===== config.mk =====
export PLATFORM = sky130hd
export DESIGN_NAME = dma_psdpram_wr_arb
export DESIGN_NICKNAME = d
export VERILOG_FILES = /design/src/rtl/dma_psdpram_wr_arb_seg.sv /design/src/rtl/dma_psdpram_wr_arb.sv
export SDC_FILE = /design/constraint.sdc
export NUM_CORES = 1
export LEC_CHECK = 0
export CAP_MARGIN = 20
export CORE_AREA = 2 2 360 362
export CTS_BUF_LIST = sky130_fd_sc_hd__clkbuf_8
export CTS_CLUSTER_SIZE = 24
export DETAILED_ROUTE_END_ITERATION = 8
export DIE_AREA = 0 0 362 364
export GPL_TIMING_DRIVEN = 1
export PLACE_DENSITY = 0.35
export SLEW_MARGIN = 20
export SYNTH_ARGS = -nofsm -noshare
export SYNTH_HDL_FRONTEND = slang
export SYNTH_SLANG_ARGS = --single-unit

===== constraint.sdc =====
create_clock -name clk -period 2.4 [get_ports clk]
set_input_delay 0.72 -clock clk [delete_from_list [all_inputs] [get_ports clk]]
set_output_delay 0.72 -clock clk [all_outputs]
set_load 0.005 [all_outputs]

===== src/rtl/dma_psdpram_wr_arb_seg.sv =====
// One RAM segment: round-robin arbiter, zero-latency command mux and a done FIFO that routes completions back to the issuing port.
// Zero-cycle latency; commands stall when m_ready is low or the done FIFO is full, and a stalled grant stays with its requester.
module dma_psdpram_wr_arb_seg #(
    parameter int PORTS           = 2,
    parameter int SEG_DATA_WIDTH  = 128,
    parameter int SEG_BE_WIDTH    = SEG_DATA_WIDTH/8,
    parameter int SEG_ADDR_WIDTH  = 8,
    parameter int DONE_FIFO_DEPTH = 4
) (
    input  logic                             clk,
    input  logic                             rst,
    input  logic [PORTS*SEG_BE_WIDTH-1:0]    req_be,
    input  logic [PORTS*SEG_ADDR_WIDTH-1:0]  req_addr,
    input  logic [PORTS*SEG_DATA_WIDTH-1:0]  req_data,
    input  logic [PORTS-1:0]                 req_valid,
    output logic [PORTS-1:0]                 req_ready,
    output logic [PORTS-1:0]                 req_done,
    output logic [SEG_BE_WIDTH-1:0]          m_be,
    output logic [SEG_ADDR_WIDTH-1:0]        m_addr,
    output logic [SEG_DATA_WIDTH-1:0]        m_data,
    output logic                             m_valid,
    input  logic                             m_ready,
    input  logic                             m_done
);
    localparam int IW = (PORTS > 1) ? $clog2(PORTS) : 1;
    localparam int FW = $clog2(DONE_FIFO_DEPTH);

    logic [IW-1:0] rr_ptr;
    logic [IW-1:0] lock_idx;
    logic          locked;
    logic [IW-1:0] grant;
    logic          any_valid;
    int            cand;

    logic [IW-1:0] fifo_mem [DONE_FIFO_DEPTH];
    logic [FW:0]   wr_ptr;
    logic [FW:0]   rd_ptr;
    logic          full;
    logic          empty;
    logic          xfer;
    logic          pop;

    // A requester stalled by the RAM keeps its grant until it transfers or drops valid.
    always_comb begin
        grant     = rr_ptr;
        cand      = 0;
        any_valid = |req_valid;
        if (locked && req_valid[lock_idx]) begin
            grant = lock_idx;
        end else begin
            for (int i = PORTS-1; i >= 0; i--) begin
                cand = (int'(rr_ptr) + i) % PORTS;
                if (req_valid[cand]) grant = IW'(cand);
            end
        end
    end

    assign full  = (wr_ptr[FW] != rd_ptr[FW]) && (wr_ptr[FW-1:0] == rd_ptr[FW-1:0]);
    assign empty = (wr_ptr == rd_ptr);

    assign m_valid = !rst && any_valid && !full;
    assign xfer    = m_valid && m_ready;
    assign pop     = !rst && m_done && !empty;

    assign m_be   = req_be[int'(grant)*SEG_BE_WIDTH +: SEG_BE_WIDTH];
    assign m_addr = req_addr[int'(grant)*SEG_ADDR_WIDTH +: SEG_ADDR_WIDTH];
    assign m_data = req_data[int'(grant)*SEG_DATA_WIDTH +: SEG_DATA_WIDTH];

    always_comb begin
        req_ready = '0;
        req_done  = '0;
        if (!rst && any_valid && m_ready && !full) req_ready[grant] = 1'b1;
        if (pop) req_done[fifo_mem[rd_ptr[FW-1:0]]] = 1'b1;
    end

    always_ff @(posedge clk) begin
        if (rst) begin
            rr_ptr   <= '0;
            lock_idx <= '0;
            locked   <= 1'b0;
            wr_ptr   <= '0;
            rd_ptr   <= '0;
        end else begin
            locked   <= m_valid && !m_ready;
            lock_idx <= grant;
            if (xfer) begin
                wr_ptr <= wr_ptr + 1'b1;
                rr_ptr <= (grant == IW'(PORTS-1)) ? '0 : grant + 1'b1;
            end
            if (pop) rd_ptr <= rd_ptr + 1'b1;
        end
    end

    // Payload storage needs no reset; the pointers alone define what is valid.
    always_ff @(posedge clk) begin
        if (xfer) fifo_mem[wr_ptr[FW-1:0]] <= grant;
    end
endmodule


===== src/rtl/dma_psdpram_wr_arb.sv =====
// Shares the segmented RAM write port among PORTS requesters, each segment arbitrated independently.
// Zero-cycle command path; per-segment backpressure from m_wr_cmd_ready and the outstanding-write limit.
module dma_psdpram_wr_arb #(
    parameter int PORTS           = 2,
    parameter int SEG_COUNT       = 2,
    parameter int SEG_DATA_WIDTH  = 128,
    parameter int SEG_BE_WIDTH    = SEG_DATA_WIDTH/8,
    parameter int SEG_ADDR_WIDTH  = 8,
    parameter int DONE_FIFO_DEPTH = 4
) (
    input  logic                                      clk,
    input  logic                                      rst,
    input  logic [PORTS*SEG_COUNT*SEG_BE_WIDTH-1:0]   s_wr_cmd_be,
    input  logic [PORTS*SEG_COUNT*SEG_ADDR_WIDTH-1:0] s_wr_cmd_addr,
    input  logic [PORTS*SEG_COUNT*SEG_DATA_WIDTH-1:0] s_wr_cmd_data,
    input  logic [PORTS*SEG_COUNT-1:0]                s_wr_cmd_valid,
    output logic [PORTS*SEG_COUNT-1:0]                s_wr_cmd_ready,
    output logic [PORTS*SEG_COUNT-1:0]                s_wr_done,
    output logic [SEG_COUNT*SEG_BE_WIDTH-1:0]         m_wr_cmd_be,
    output logic [SEG_COUNT*SEG_ADDR_WIDTH-1:0]       m_wr_cmd_addr,
    output logic [SEG_COUNT*SEG_DATA_WIDTH-1:0]       m_wr_cmd_data,
    output logic [SEG_COUNT-1:0]                      m_wr_cmd_valid,
    input  logic [SEG_COUNT-1:0]                      m_wr_cmd_ready,
    input  logic [SEG_COUNT-1:0]                      m_wr_done
);
    for (genvar n = 0; n < SEG_COUNT; n++) begin : g_seg
        logic [PORTS*SEG_BE_WIDTH-1:0]   seg_be;
        logic [PORTS*SEG_ADDR_WIDTH-1:0] seg_addr;
        logic [PORTS*SEG_DATA_WIDTH-1:0] seg_data;
        logic [PORTS-1:0]                seg_valid;
        logic [PORTS-1:0]                seg_ready;
        logic [PORTS-1:0]                seg_done;

        // Regroup the port-major buses so each segment sees only its own lanes.
        for (genvar p = 0; p < PORTS; p++) begin : g_port
            localparam int L = p*SEG_COUNT + n;
            assign seg_be[p*SEG_BE_WIDTH +: SEG_BE_WIDTH]       = s_wr_cmd_be[L*SEG_BE_WIDTH +: SEG_BE_WIDTH];
            assign seg_addr[p*SEG_ADDR_WIDTH +: SEG_ADDR_WIDTH] = s_wr_cmd_addr[L*SEG_ADDR_WIDTH +: SEG_ADDR_WIDTH];
            assign seg_data[p*SEG_DATA_WIDTH +: SEG_DATA_WIDTH] = s_wr_cmd_data[L*SEG_DATA_WIDTH +: SEG_DATA_WIDTH];
            assign seg_valid[p]     = s_wr_cmd_valid[L];
            assign s_wr_cmd_ready[L] = seg_ready[p];
            assign s_wr_done[L]      = seg_done[p];
        end

        dma_psdpram_wr_arb_seg #(
            .PORTS           (PORTS),
            .SEG_DATA_WIDTH  (SEG_DATA_WIDTH),
            .SEG_BE_WIDTH    (SEG_BE_WIDTH),
            .SEG_ADDR_WIDTH  (SEG_ADDR_WIDTH),
            .DONE_FIFO_DEPTH (DONE_FIFO_DEPTH)
        ) u_seg (
            .clk       (clk),
            .rst       (rst),
            .req_be    (seg_be),
            .req_addr  (seg_addr),
            .req_data  (seg_data),
            .req_valid (seg_valid),
            .req_ready (seg_ready),
            .req_done  (seg_done),
            .m_be      (m_wr_cmd_be[n*SEG_BE_WIDTH +: SEG_BE_WIDTH]),
            .m_addr    (m_wr_cmd_addr[n*SEG_ADDR_WIDTH +: SEG_ADDR_WIDTH]),
            .m_data    (m_wr_cmd_data[n*SEG_DATA_WIDTH +: SEG_DATA_WIDTH]),
            .m_valid   (m_wr_cmd_valid[n]),
            .m_ready   (m_wr_cmd_ready[n]),
            .m_done    (m_wr_done[n])
        );
    end
endmodule


; ---- Yosys cells after proc, flatten, opt, wreduce, memory -nomap -nowiden
; Memory sizes are Yosys's and may differ from the RTL's. A register that Yosys moved wholly into a read port is not among the register bits.
; Cells that the tools add are included.
[word_totals]
elab_cells = 123
n_memories = 2
inputBits = 618
ram_bits = 8
reg_bits = 18
[op_classes]
n_mux = 42
bitwise_logic = 2
n_shift = 6
reduce_logical = 33
n_lt_le_gt_ge = 14
add_sub_neg = 8
eq_ne = 6
[memory_table]
columns = memory, words, word_bits, rd, rd_clocked_by_memory_dff, write_ports, line_no
row1 = g_seg[0].u_seg.fifo_mem, 4, 1, 1, 1, 1, dma_psdpram_wr_arb_seg.sv:35  ; logic [IW-1:0] fifo_mem [DONE_FIFO_DEPTH];
row2 = g_seg[1].u_seg.fifo_mem, 4, 1, 1, 1, 1, dma_psdpram_wr_arb_seg.sv:35
[ops]
columns = operator, count
row1 = 256-bit by 9-bit indexed part select with 128-bit output, 2
row2 = 32-bit by 6-bit indexed part select with 16-bit output, 2
row3 = 16-bit by 5-bit indexed part select with 8-bit output, 2
row4 = 1-bit two-way mux, 30
row5 = 1-bit logical AND, 24
row6 = "1-bit by 2-bit less-than comparator with 1-bit output, second input constant", 8
row7 = 2-bit two-way mux, 8
row8 = "3-bit by 1-bit adder with 3-bit output, second input constant", 4
row9 = 1-bit zero test, 7
row10 = 3-bit == test, 2
row11 = "2-bit by 3-bit less-than comparator with 1-bit output, second input constant", 2
row12 = "1-bit adder, second input constant", 4
row13 = 1-bit demux with 1-bit select, 4
row14 = 2-bit == test, 2
row15 = "1-bit >= comparator, second input constant", 4
row16 = 2-bit OR reduction, 2
row17 = "1-bit AND, first input constant", 2
row18 = 1-bit != test, 2

; ---- Depth between registers and ports, before layout
; Gate-level depths: netlist (run 1).
[depth]
ltp_word = 13
mapped_depth = 6
ltp_nobuf = 4

; ---- By module
; A second synthesis (run 1) with hierarchy kept.
[hier_totals]
cells_unflattened = 472
area_unflattened_um2 = 5235.0
[modules_own_cells]
columns = mod, instances, area_each_um2, cells_per_inst
row1 = dma_psdpram_wr_arb_seg, 2, 2617.5, 236

; ---- Worst setup path before layout (run 1)
; OpenSTA, ideal clock, no wires.
[synth_path]
path_type = input to output
from = input s_wr_cmd_valid[2]
to = output m_wr_cmd_data[11]
stages = 5
required_ns = 1.680
arrival_ns = 1.690
path_slack_ns = -0.010
cell_sequence = o21ai_0 -> a21oi_2 -> buf_6 -> buf_4 -> mux2_2
[synth_between]
elab_chain_len = 7
[synth_rtl]
columns = element, line_no
row1 = from (decl), dma_psdpram_wr_arb.sv:16  ; input logic [PORTS*SEG_COUNT-1:0] s_wr_cmd_valid,
row2 = 1-bit two-way mux (implied by the code) (3 in series), dma_psdpram_wr_arb_seg.sv:53  ; if (req_valid[cand]) grant = IW'(cand);
row3 = 1-bit two-way mux (2 in series), dma_psdpram_wr_arb_seg.sv:53
row4 = 1-bit two-way mux *, dma_psdpram_wr_arb_seg.sv:48  ; if (locked && req_valid[lock_idx]) begin
row5 = named net g_seg[0].u_seg.grant, dma_psdpram_wr_arb_seg.sv:31  ; logic [IW-1:0] grant;
row6 = 256-bit by 9-bit indexed part select with 128-bit output *, dma_psdpram_wr_arb_seg.sv:67  ; assign m_data = req_data[int'(grant)*SEG_DATA_WIDTH +: SEG_DATA_WIDTH];
row7 = to (decl), dma_psdpram_wr_arb.sv:21  ; output logic [SEG_COUNT*SEG_DATA_WIDTH-1:0] m_wr_cmd_data,
; The timed path passes the listed nets; every way through them passes the cells marked *. The select of a mux whose other input is x is not followed.

; ---- Final worst setup path (run 1)
[layout_path]
from = input s_wr_cmd_valid[3]
to = output m_wr_cmd_data[183]
[layout_between]
elab_chain_len = 7
[layout_rtl]
columns = element, line_no
row1 = 1-bit two-way mux (implied by the code) (3 in series), dma_psdpram_wr_arb_seg.sv:53
row2 = 1-bit two-way mux (2 in series), dma_psdpram_wr_arb_seg.sv:53
row3 = 1-bit two-way mux *, dma_psdpram_wr_arb_seg.sv:48
row4 = 256-bit by 9-bit indexed part select with 128-bit output *, dma_psdpram_wr_arb_seg.sv:67
; Every way passes the cells marked *; elsewhere a longest branch is shown, timed or not. The select of a mux whose other input is x is not followed.

==> results of run 1 <==
## worst max-delay path: cells and delay by family
family	cells	cell delay, ps
compound gates	2	200
buf+inv	8	1000
mux	1	330
## power by group through the flow
stage          sequential, mW  clock [mW]  combinational, mW
6_report                0.583       0.420               5.57
5_1_grt                 0.588       0.457               5.88
4_1_cts                 0.582       0.454               5.42
3_5_place_dp            0.592           0               3.94
3_3_place_gp            0.591           0               3.96
2_1_floorplan           0.591           0               1.10
## cells in the final DEF, fill, tap and decap left out, types with 4 or more instances in the layout
cell,instances
clkdlybuf4s50_1,608
buf_6,407
mux2_4,292
buf_8,53
buf_4,40
buf_12,29
dfxtp_1,22
buf_16,18
clkbuf_2,18
mux2_2,12
diode_2,10
and2_1,10
nor2_1,10
ha_1,10
buf_2,10
inv_1,9
edfxtp_1,8
xnor2_1,6
clkbuf_8,5
a21oi_4,4
xor2_1,4
mux2i_1,4
## repair_timing
| action | 4_1_cts | 5_1_grt |
|---|---|---|
| resized for setup | 1731 | 319 |
| cloned | 23 | 0 |
| endpoints found under the setup margin | 319 | 310 |
| buffers inserted | 168 | 56 |
| pin swaps | 6 | 3 |
## metrics by stage
stage | hold WS (ps) | area [sq um] | util [%]
floorplan | 477 | 5190 | -
finish | 531 | 21300 | 16.6
CTS | 532 | 20600 | 16.1
detailed placement | 514 | 16800 | 13.1
global route | 560 | 21300 | 16.6
global placement | 506 | 16800 | 13.1
## how the worst max path moves through the flow
| stage | start | endpoint | slack (ps) | cells after the start |
|---|---|---|---|---|
| 2_1_floorplan | s_wr_cmd_valid[0] | m_wr_cmd_data[11] | -3 | 6 |
| 3_3_place_gp | s_wr_cmd_valid[3] | m_wr_cmd_data[193] | -1490 | 7 |
| 3_5_place_dp | s_wr_cmd_valid[3] | m_wr_cmd_data[193] | -1410 | 7 |
| 4_1_cts | s_wr_cmd_valid[3] | m_wr_cmd_data[253] | -710 | 12 |
| 5_1_grt | s_wr_cmd_valid[3] | m_wr_cmd_data[253] | -630 | 11 |
| 6_report | s_wr_cmd_valid[3] | m_wr_cmd_data[183] | -590 | 11 |
## final cells by class
class | count | area [sq um]
clock buffers | 5 | 68.8
well taps | 1675 | 2100
repair buffers | 1186 | 13000
multi-input cells | 392 | 5350
clock inverters | 2 | 10.0
diodes | 10 | 25.0
fillers | 14341 | 107000
flip-flops and latches | 30 | 681
inverters | 12 | 47.5
## metal layers
| layer | vias to the layer above | GRT usage, % | part of all wire [%] |
|---|---|---|---|
| li1 | 4076 | - | - |
| met1 | 4339 | 14.9 | 38 |
| met2 | 618 | 23.9 | 50 |
| met3 | 121 | 5.76 | 11 |
| met4 | 20 | 1.13 | 1.3 |
| met5 | - | 0 | 0.15 |
## cells by family (layout without fill, tap and decap cells)
family / count (synthesis) / count (layout)
buffers and inverters: 52 / 1205
AOI/OAI and AO/OA: 22 / 22
DFF: 30 / 30
and+or+nand+nor: 38 / 38
other: 0 / 10
adders and majority gates: 10 / 10
muxes: 310 / 310
xor gates and xnor gates: 12 / 12
==> results.sh, run 1 <==
export IMPL_hold_buffers=0
export IMPL_cts_root_buf="clkbuf_8"
export IMPL_timing_rr_end="g_seg[1].u_seg.fifo_mem[3]$_DFFE_PP_"
export IMPL_cpPeakStageDelay_ps=330
export IMPL_power_per_cell_area_nw_per_um2=309
export IMPL_setup_violations=308
export IMPL_die_area_sq_um=132000
export IMPL_firstDrtPassIters=4
export IMPL_pwr_share_comb_pct=84.7
export IMPL_ir_worst_vdd_v=0.000187
export IMPL_ys_seq_elements=30
export IMPL_cts_tree="built"
export IMPL_drive_above_1_share_pct=56.2
export IMPL_finalClockSkew_ps=8.98
export IMPL_synth_top_area_cell="mux2_2"
export IMPL_cp_arrival_ps=2270
export IMPL_synthDistinctLibCells=33
export IMPL_max_cap_violations=0
export IMPL_synth_most_common_cell="mux2_2"
export IMPL_setup_ws_ps=-588
export IMPL_overflow=0
export IMPL_htree_num_levels=2
export IMPL_syn_inst=474
export IMPL_r2r_start="g_seg[1].u_seg.wr_ptr[1]$_SDFFE_PP0P_"
export IMPL_ys_seq_area_share_pct=13.1
export IMPL_violations="setup timing"
export IMPL_swShare_pct=32.6
export IMPL_grt_pass1_wl_mm=112
export IMPL_die_y_um=364
export IMPL_worstSetupEndpointType="output pin"
export IMPL_ant_nets=0
export IMPL_hp_start="g_seg[1].u_seg.wr_ptr[2]$_SDFFE_PP0P_"
export IMPL_antenna_found_initial=79
export IMPL_numClockSinks=30
export IMPL_drtIter0Drc=259
export IMPL_seq_power_share_pct=8.9
export IMPL_synth_xor_area_share_pct=2.02
export IMPL_start_util_pct=4.05
export IMPL_synth_compound_area_share_pct=3.40
export IMPL_cts_buffers_inserted=5
export IMPL_instances_no_fill=3312
export IMPL_synth_nets=1102
export IMPL_track_usage_pct=13.3
export IMPL_detailed_place_hpwl_mm=82.0
export IMPL_slew_violations=0
export IMPL_areaGrowthSynthToFinish_pct=310
export IMPL_worstPathMaxFanout=6
export IMPL_switchingPower_mw=2.14
export IMPL_fmax_mhz=335
export IMPL_die_width_um=362
export IMPL_totalWireLength_mm=92.6
export IMPL_start_kind="primary input"
export IMPL_synth_top_family_by_area="multiplexers"
export IMPL_yosys_most_used_dff="dfxtp_1"
export IMPL_cellLeakagePower_nw=8.92
export IMPL_synth_edf_count=8
export IMPL_ys_warn_count=0
export IMPL_synth_top_area_share_pct=61.4
export IMPL_wl_per_cell_um=28.0
export IMPL_status="finished with violations"
export IMPL_ioPinCount=932
export IMPL_synth_fa_ha_area_share_pct=2.41
export IMPL_worst_hold_path_type="register to register"
export IMPL_synth_avg_cell_area_sq_um=11.0
export IMPL_clockBufferDepth=2
export IMPL_num_vias=9174
export IMPL_place_gp_congestion=0.915
export IMPL_total_power_mw=6.57
export IMPL_tns_ps=-134300
export IMPL_pwr_share_clk_pct=6.4
export IMPL_fin_crit_ps=2990
export IMPL_grt_pass1_vias=10061
export IMPL_dpl_worst_slack_ps=-1410
export IMPL_final_nets=2255
export IMPL_hold_end="g_seg[1].u_seg.wr_ptr[2]$_SDFFE_PP0P_"
export IMPL_muxShareOfSynthArea_pct=67.6
export IMPL_core_sq_um=128000
export IMPL_remaining_drc_errors=0
export IMPL_dp_cells=3107
export IMPL_p_int_mw=4.43
export IMPL_synth_async_reset_ratio_pct=0
export IMPL_cpMostUsedCell="buf_6"
export IMPL_rr_worst_depth=5
export IMPL_finalHoldViolations=0
export IMPL_maxSlewHeadroom_pct=76.6
export IMPL_io_buffers=931
export IMPL_criticalPathCategory="primary input to output pin"
export IMPL_rsz0062_at_grt="yes"
export IMPL_crit_required_ps=1680
export IMPL_grt_start_max_net_pins=14
export IMPL_period_share_pct=125
export IMPL_cpMaxStageDelayCell="mux2_4"
export IMPL_path_cells="buf_8 -> buf_6 -> a21oi_4 -> a21oi_4 -> buf_6 -> buf_12 -> buf_16 -> buf_6 -> buf_6 -> mux2_4 -> buf_6"
export IMPL_clk_pin_slew_ps=70
export IMPL_clock_latency_ps=300
export IMPL_hold_depth=1
export IMPL_synth_area_sq_um=5190
export IMPL_yosys_area_share_simple_pct=4.00
export IMPL_rows=132
export IMPL_synth_area_leaders="mux2_2 (61%), dfxtp_1 (8.5%), edfxtp_1 (4.6%)"
export IMPL_reg2reg_setup_slack_ps=750
export IMPL_synthTopCellsByCount="mux2_2 (283), dfxtp_1 (22), mux2_1 (21)"
export IMPL_tightestPinTransition_ps=349
export IMPL_via_per_inst=2.77
Note: power is estimated with default switching activity, not from simulation.
==> run 2: changes to the inputs <==
RECOVER_POWER = 25   (was not set)
==> results.sh, run 2 (synthesis results as in run 1) <==
export IMPL_status="finished with violations"
export IMPL_violations="setup timing"
export IMPL_final_cell_mix="clkdlybuf4s50_1 (608), buf_6 (407), mux2_4 (292)"
export IMPL_worst_hold_path_type="register to register"
export IMPL_hold_end="g_seg[1].u_seg.wr_ptr[2]$_SDFFE_PP0P_"
export IMPL_max_cap_violations=0
export IMPL_critPathLaunch="s_wr_cmd_valid[3]"
export IMPL_drive_above_1_share_pct=56.1
export IMPL_rows=132
export IMPL_total_power_mw=6.57
export IMPL_clock_latency_ps=300
export IMPL_core_sq_um=128000
export IMPL_cp_arrival_ps=2270
export IMPL_hp_start="g_seg[1].u_seg.wr_ptr[2]$_SDFFE_PP0P_"
export IMPL_dp_cells=3107
export IMPL_die_area_sq_um=132000
export IMPL_tightestPinTransition_ps=349
export IMPL_criticalPathCategory="primary input to output pin"
export IMPL_setup_ws_ps=-588
export IMPL_via_per_inst=2.77
export IMPL_totalWireLength_mm=92.6
export IMPL_wl_per_cell_um=27.9
export IMPL_worstPathMaxFanout=6
export IMPL_rr_worst_depth=5
export IMPL_antenna_found_initial=79
export IMPL_rsz0062_at_grt="yes"
export IMPL_remaining_drc_errors=0
export IMPL_ir_worst_vdd_v=0.000187
export IMPL_final_nets=2255
export IMPL_track_usage_pct=13.3
export IMPL_worstSetupEndpointType="output pin"
export IMPL_cpMostUsedCell="buf_6"
export IMPL_cts_root_buf="clkbuf_8"
export IMPL_start_kind="primary input"
export IMPL_finalClockSkew_ps=9.17
export IMPL_cpPeakStageDelay_ps=330
export IMPL_fmax_mhz=335
export IMPL_crit_required_ps=1680
export IMPL_htree_num_levels=2
export IMPL_numClockSinks=30
export IMPL_cellLeakagePower_nw=8.92
export IMPL_ant_nets=0
export IMPL_cts_tree="built"
export IMPL_num_vias=9167
export IMPL_overflow=0
export IMPL_grt_pass1_wl_mm=112
export IMPL_path_buf_inv=8
export IMPL_r2r_start="g_seg[1].u_seg.wr_ptr[1]$_SDFFE_PP0P_"
export IMPL_ioPinCount=932
export IMPL_cpMaxStageDelayCell="mux2_4"
export IMPL_place_gp_congestion=0.915
export IMPL_io_buffers=931
export IMPL_fin_crit_ps=2990
export IMPL_final_util_pct=16.6
export IMPL_setup_violations=308
export IMPL_critical_path_top_delay_family="buffers and inverters"
export IMPL_areaGrowthSynthToFinish_pct=310
export IMPL_clockBufferDepth=2
export IMPL_die_width_um=362
export IMPL_grt_start_max_net_pins=14
export IMPL_cts_buffers_inserted=5
export IMPL_period_share_pct=125
export IMPL_reg2reg_setup_slack_ps=750
export IMPL_hold_slack_ps=531
export IMPL_grt_pass1_vias=10061
export IMPL_path_cells="buf_8 -> buf_6 -> a21oi_4 -> a21oi_4 -> buf_6 -> buf_12 -> buf_16 -> buf_6 -> buf_6 -> mux2_4 -> buf_6"
export IMPL_start_util_pct=4.05
export IMPL_hold_depth=1
export IMPL_path_depth=11
export IMPL_detailed_place_hpwl_mm=82.0
export IMPL_slew_violations=0
export IMPL_clk_pin_slew_ps=70
export IMPL_maxSlewHeadroom_pct=76.6
export IMPL_instances_no_fill=3313
export IMPL_timing_rr_end="g_seg[1].u_seg.fifo_mem[3]$_DFFE_PP_"
export IMPL_mostFrequentLayoutCell="clkdlybuf4s50_1"
export IMPL_drtIter0Drc=257
export IMPL_die_y_um=364
export IMPL_power_per_cell_area_nw_per_um2=309
export IMPL_firstDrtPassIters=4
export IMPL_finalHoldViolations=0
-- run 2: cell types whose count changed in the layout (fill, tap and decap cells not counted) --
cell	delta
o21bai_2	-1
buf_4	-1
diode_2	+1
o21bai_1	+1
clkbuf_1	+1
-- run 2: per-layer routing --
layer  wire, um  global-route usage (%)  share of wire, %  up-vias
li1           -                       -                 -     4078
met1      35200                    14.9                38     4337
met2      46100                    23.9                50      613
met3       9940                    5.76                11      119
met4       1160                    1.13               1.2       20
met5        135                       0              0.15        -
-- run 2: how the worst max path moves through the flow --
stage | endpoint
floorplan | m_wr_cmd_data[11]
global placement | m_wr_cmd_data[193]
detailed placement | m_wr_cmd_data[193]
CTS | m_wr_cmd_data[253]
global route | m_wr_cmd_data[253]
finish | m_wr_cmd_data[183]
-- run 2: area by class of cell --
class | count | area, sq um
Sequential cell | 30 | 681
Clock buffer | 5 | 68.8
Fill cell | 14343 | 107000
Inverter | 12 | 47.5
Antenna cell | 11 | 27.5
Clock inverter | 2 | 10.0
Timing Repair Buffer | 1186 | 13000
Tap cell | 1675 | 2100
Multi-Input combinational cell | 392 | 5350
-- run 2: through the flow --
| step | setup TNS [ps] | instance area [sq um] | setup slack, ps |
|---|---|---|---|
| 4_1_cts | -157720 | 20600 | -712 |
| 2_1_floorplan | -26.1 | 5190 | -2.76 |
| 6_report | -134260 | 21300 | -588 |
| 5_1_grt | -146820 | 21300 | -630 |
| 3_3_place_gp | -400640 | 16800 | -1490 |
| 3_5_place_dp | -387240 | 16800 | -1410 |
-- run 2: timing repair --
item	CTS	global route
gates cloned	23	0
buffers inserted	168	56
resized for setup	1731	319
hold buffers	0	0
pin swaps	6	3
endpoints found under the setup margin	319	310
-- run 2: power by group --
group          total [mW]  internal, mW  switching [mW]
combinational        5.57          3.68            1.89
sequential          0.583         0.558          0.0253
clock               0.420         0.195           0.225
total                6.57          4.43            2.14
==> run 3: changes to the inputs <==
clock period = 2.5 ns   (was 2.4 ns; I/O delays follow)
==> results.sh, run 3 (synthesis results as in run 1) <==
export IMPL_path_cells="buf_8 -> nand2b_4 -> a21oi_4 -> a21oi_4 -> buf_12 -> buf_12 -> buf_16 -> buf_12 -> buf_8 -> buf_8 -> mux2_4 -> buf_6"
export IMPL_totalWireLength_mm=90.3
export IMPL_final_util_pct=15.1
export IMPL_critical_path_top_delay_family="buffers and inverters"
export IMPL_cpMaxStageDelayCell="mux2_4"
export IMPL_mostFrequentLayoutCell="clkdlybuf4s50_1"
export IMPL_finalHoldViolations=0
export IMPL_overflow=0
export IMPL_numClockSinks=30
export IMPL_slew_violations=0
export IMPL_criticalPathCategory="primary input to output pin"
export IMPL_worst_hold_path_type="register to register"
export IMPL_violations="setup timing"
export IMPL_firstDrtPassIters=4
export IMPL_cpPeakStageDelay_ps=320
export IMPL_cts_tree="built"
export IMPL_wl_per_cell_um=27.6
export IMPL_via_per_inst=2.77
export IMPL_critPathLaunch="s_wr_cmd_valid[1]"
export IMPL_clock_latency_ps=280
export IMPL_crit_required_ps=1750
export IMPL_fin_crit_ps=3150
export IMPL_hold_end="g_seg[1].u_seg.wr_ptr[2]$_SDFFE_PP0P_"
export IMPL_remaining_drc_errors=0
export IMPL_path_buf_inv=8
export IMPL_detailed_place_hpwl_mm=79.8
export IMPL_drive_above_1_share_pct=49.6
export IMPL_antenna_found_initial=96
export IMPL_grt_start_max_net_pins=15
export IMPL_htree_num_levels=2
export IMPL_start_kind="primary input"
export IMPL_r2r_start="g_seg[0].u_seg.locked$_SDFF_PP0_"
export IMPL_tightestPinTransition_ps=351
export IMPL_ir_worst_vdd_v=0.000121
export IMPL_grt_pass1_wl_mm=109
export IMPL_final_cell_mix="clkdlybuf4s50_1 (615), buf_6 (192), mux2_2 (154)"
export IMPL_power_per_cell_area_nw_per_um2=285
export IMPL_ioPinCount=932
export IMPL_start_util_pct=4.05
export IMPL_setup_violations=313
export IMPL_ant_nets=0
export IMPL_clk_pin_slew_ps=70
export IMPL_period_share_pct=126
export IMPL_rsz0062_at_grt="yes"
export IMPL_io_buffers=931
export IMPL_tns_ps=-146050
export IMPL_hold_depth=1
export IMPL_hold_buffers=0
export IMPL_rows=132
export IMPL_worstPathMaxFanout=7
export IMPL_die_area_sq_um=132000
export IMPL_final_cell_area_sq_um=19300
export IMPL_fmax_mhz=318
export IMPL_reg2reg_setup_slack_ps=650
export IMPL_cellLeakagePower_nw=7.79
export IMPL_worstSetupEndpointType="output pin"
export IMPL_rr_worst_depth=9
export IMPL_dp_cells=3113
export IMPL_final_nets=2204
export IMPL_cp_arrival_ps=2400
export IMPL_hp_start="g_seg[1].u_seg.wr_ptr[2]$_SDFFE_PP0P_"
export IMPL_drtIter0Drc=274
export IMPL_grt_pass1_vias=9967
export IMPL_cts_root_buf="clkbuf_8"
export IMPL_track_usage_pct=12.9
export IMPL_place_gp_congestion=0.908
export IMPL_die_y_um=364
export IMPL_clockBufferDepth=2
export IMPL_maxSlewHeadroom_pct=76.4
export IMPL_num_vias=9056
export IMPL_instances_no_fill=3268
export IMPL_hold_slack_ps=520
export IMPL_status="finished with violations"
export IMPL_timing_rr_end="g_seg[0].u_seg.fifo_mem[0]$_DFFE_PP_"
export IMPL_core_sq_um=128000
export IMPL_setup_ws_ps=-647
export IMPL_areaGrowthSynthToFinish_pct=272
export IMPL_cts_buffers_inserted=5
export IMPL_finalClockSkew_ps=5.91
export IMPL_post_dp_cell_area_sq_um=16900
export IMPL_max_cap_violations=0
export IMPL_die_width_um=362
==> run 3: changes by cell type in the layout (fill, tap and decap cells not counted), sizes merged, moves of 7 or more <==
| cell | change |
|---|---|
| buf | -143 |
| clkbuf | +16 |
| clkdlybuf4s15 | +31 |
| clkdlybuf4s50 | +7 |
| dlygate4sd2 | +29 |
| dlymetal6s2s | +7 |
==> run 3: layout make-up <==
class | count | area, sq um
flip-flops and latches | 30 | 681
multi-input cells | 392 | 4760
clock buffers | 5 | 68.8
diodes | 16 | 40.0
inverters | 12 | 45.0
clock inverters | 3 | 11.3
fillers | 14544 | 109000
well taps | 1675 | 2100
repair buffers | 1135 | 11600
==> run 3: metal layers <==
metal / part of all wire, % / GRT usage [%]
met1: 34 / 13.0
met2: 54 / 25.4
met3: 10 / 5.17
met4: 1.6 / 1.45
met5: 0.20 / 0
==> run 3: stage by stage <==
step | power (mW) | setup slack (ps)
2_1_floorplan | 1.63 | 29.8
3_3_place_gp | 4.34 | -1490
3_5_place_dp | 4.35 | -1460
4_1_cts | 5.47 | -732
5_1_grt | 5.83 | -677
6_report | 5.51 | -647
==> run 3: how the worst max path moves through the flow <==
stage	end	slack (ps)	cells after the start
floorplan	m_wr_cmd_data[11]	30	5
global placement	m_wr_cmd_data[50]	-1490	7
detailed placement	m_wr_cmd_data[50]	-1460	7
CTS	m_wr_cmd_data[61]	-730	11
global route	m_wr_cmd_data[63]	-680	12
finish	m_wr_cmd_data[233]	-650	12
==> run 3: timing repair <==
action / CTS / global route
pin swaps: 5 / 3
gates cloned: 15 / 0
gates resized for setup: 1148 / 267
endpoints found under the setup margin: 314 / 314
setup buffers: 108 / 22
==> run 3: where the power goes <==
| part | total (mW) | switching [mW] | internal, mW |
|---|---|---|---|
| Sequential | 0.559 | 0.0229 | 0.536 |
| Combinational | 4.59 | 1.65 | 2.94 |
| Clock | 0.366 | 0.181 | 0.185 |
| Total | 5.51 | 1.85 | 3.66 |
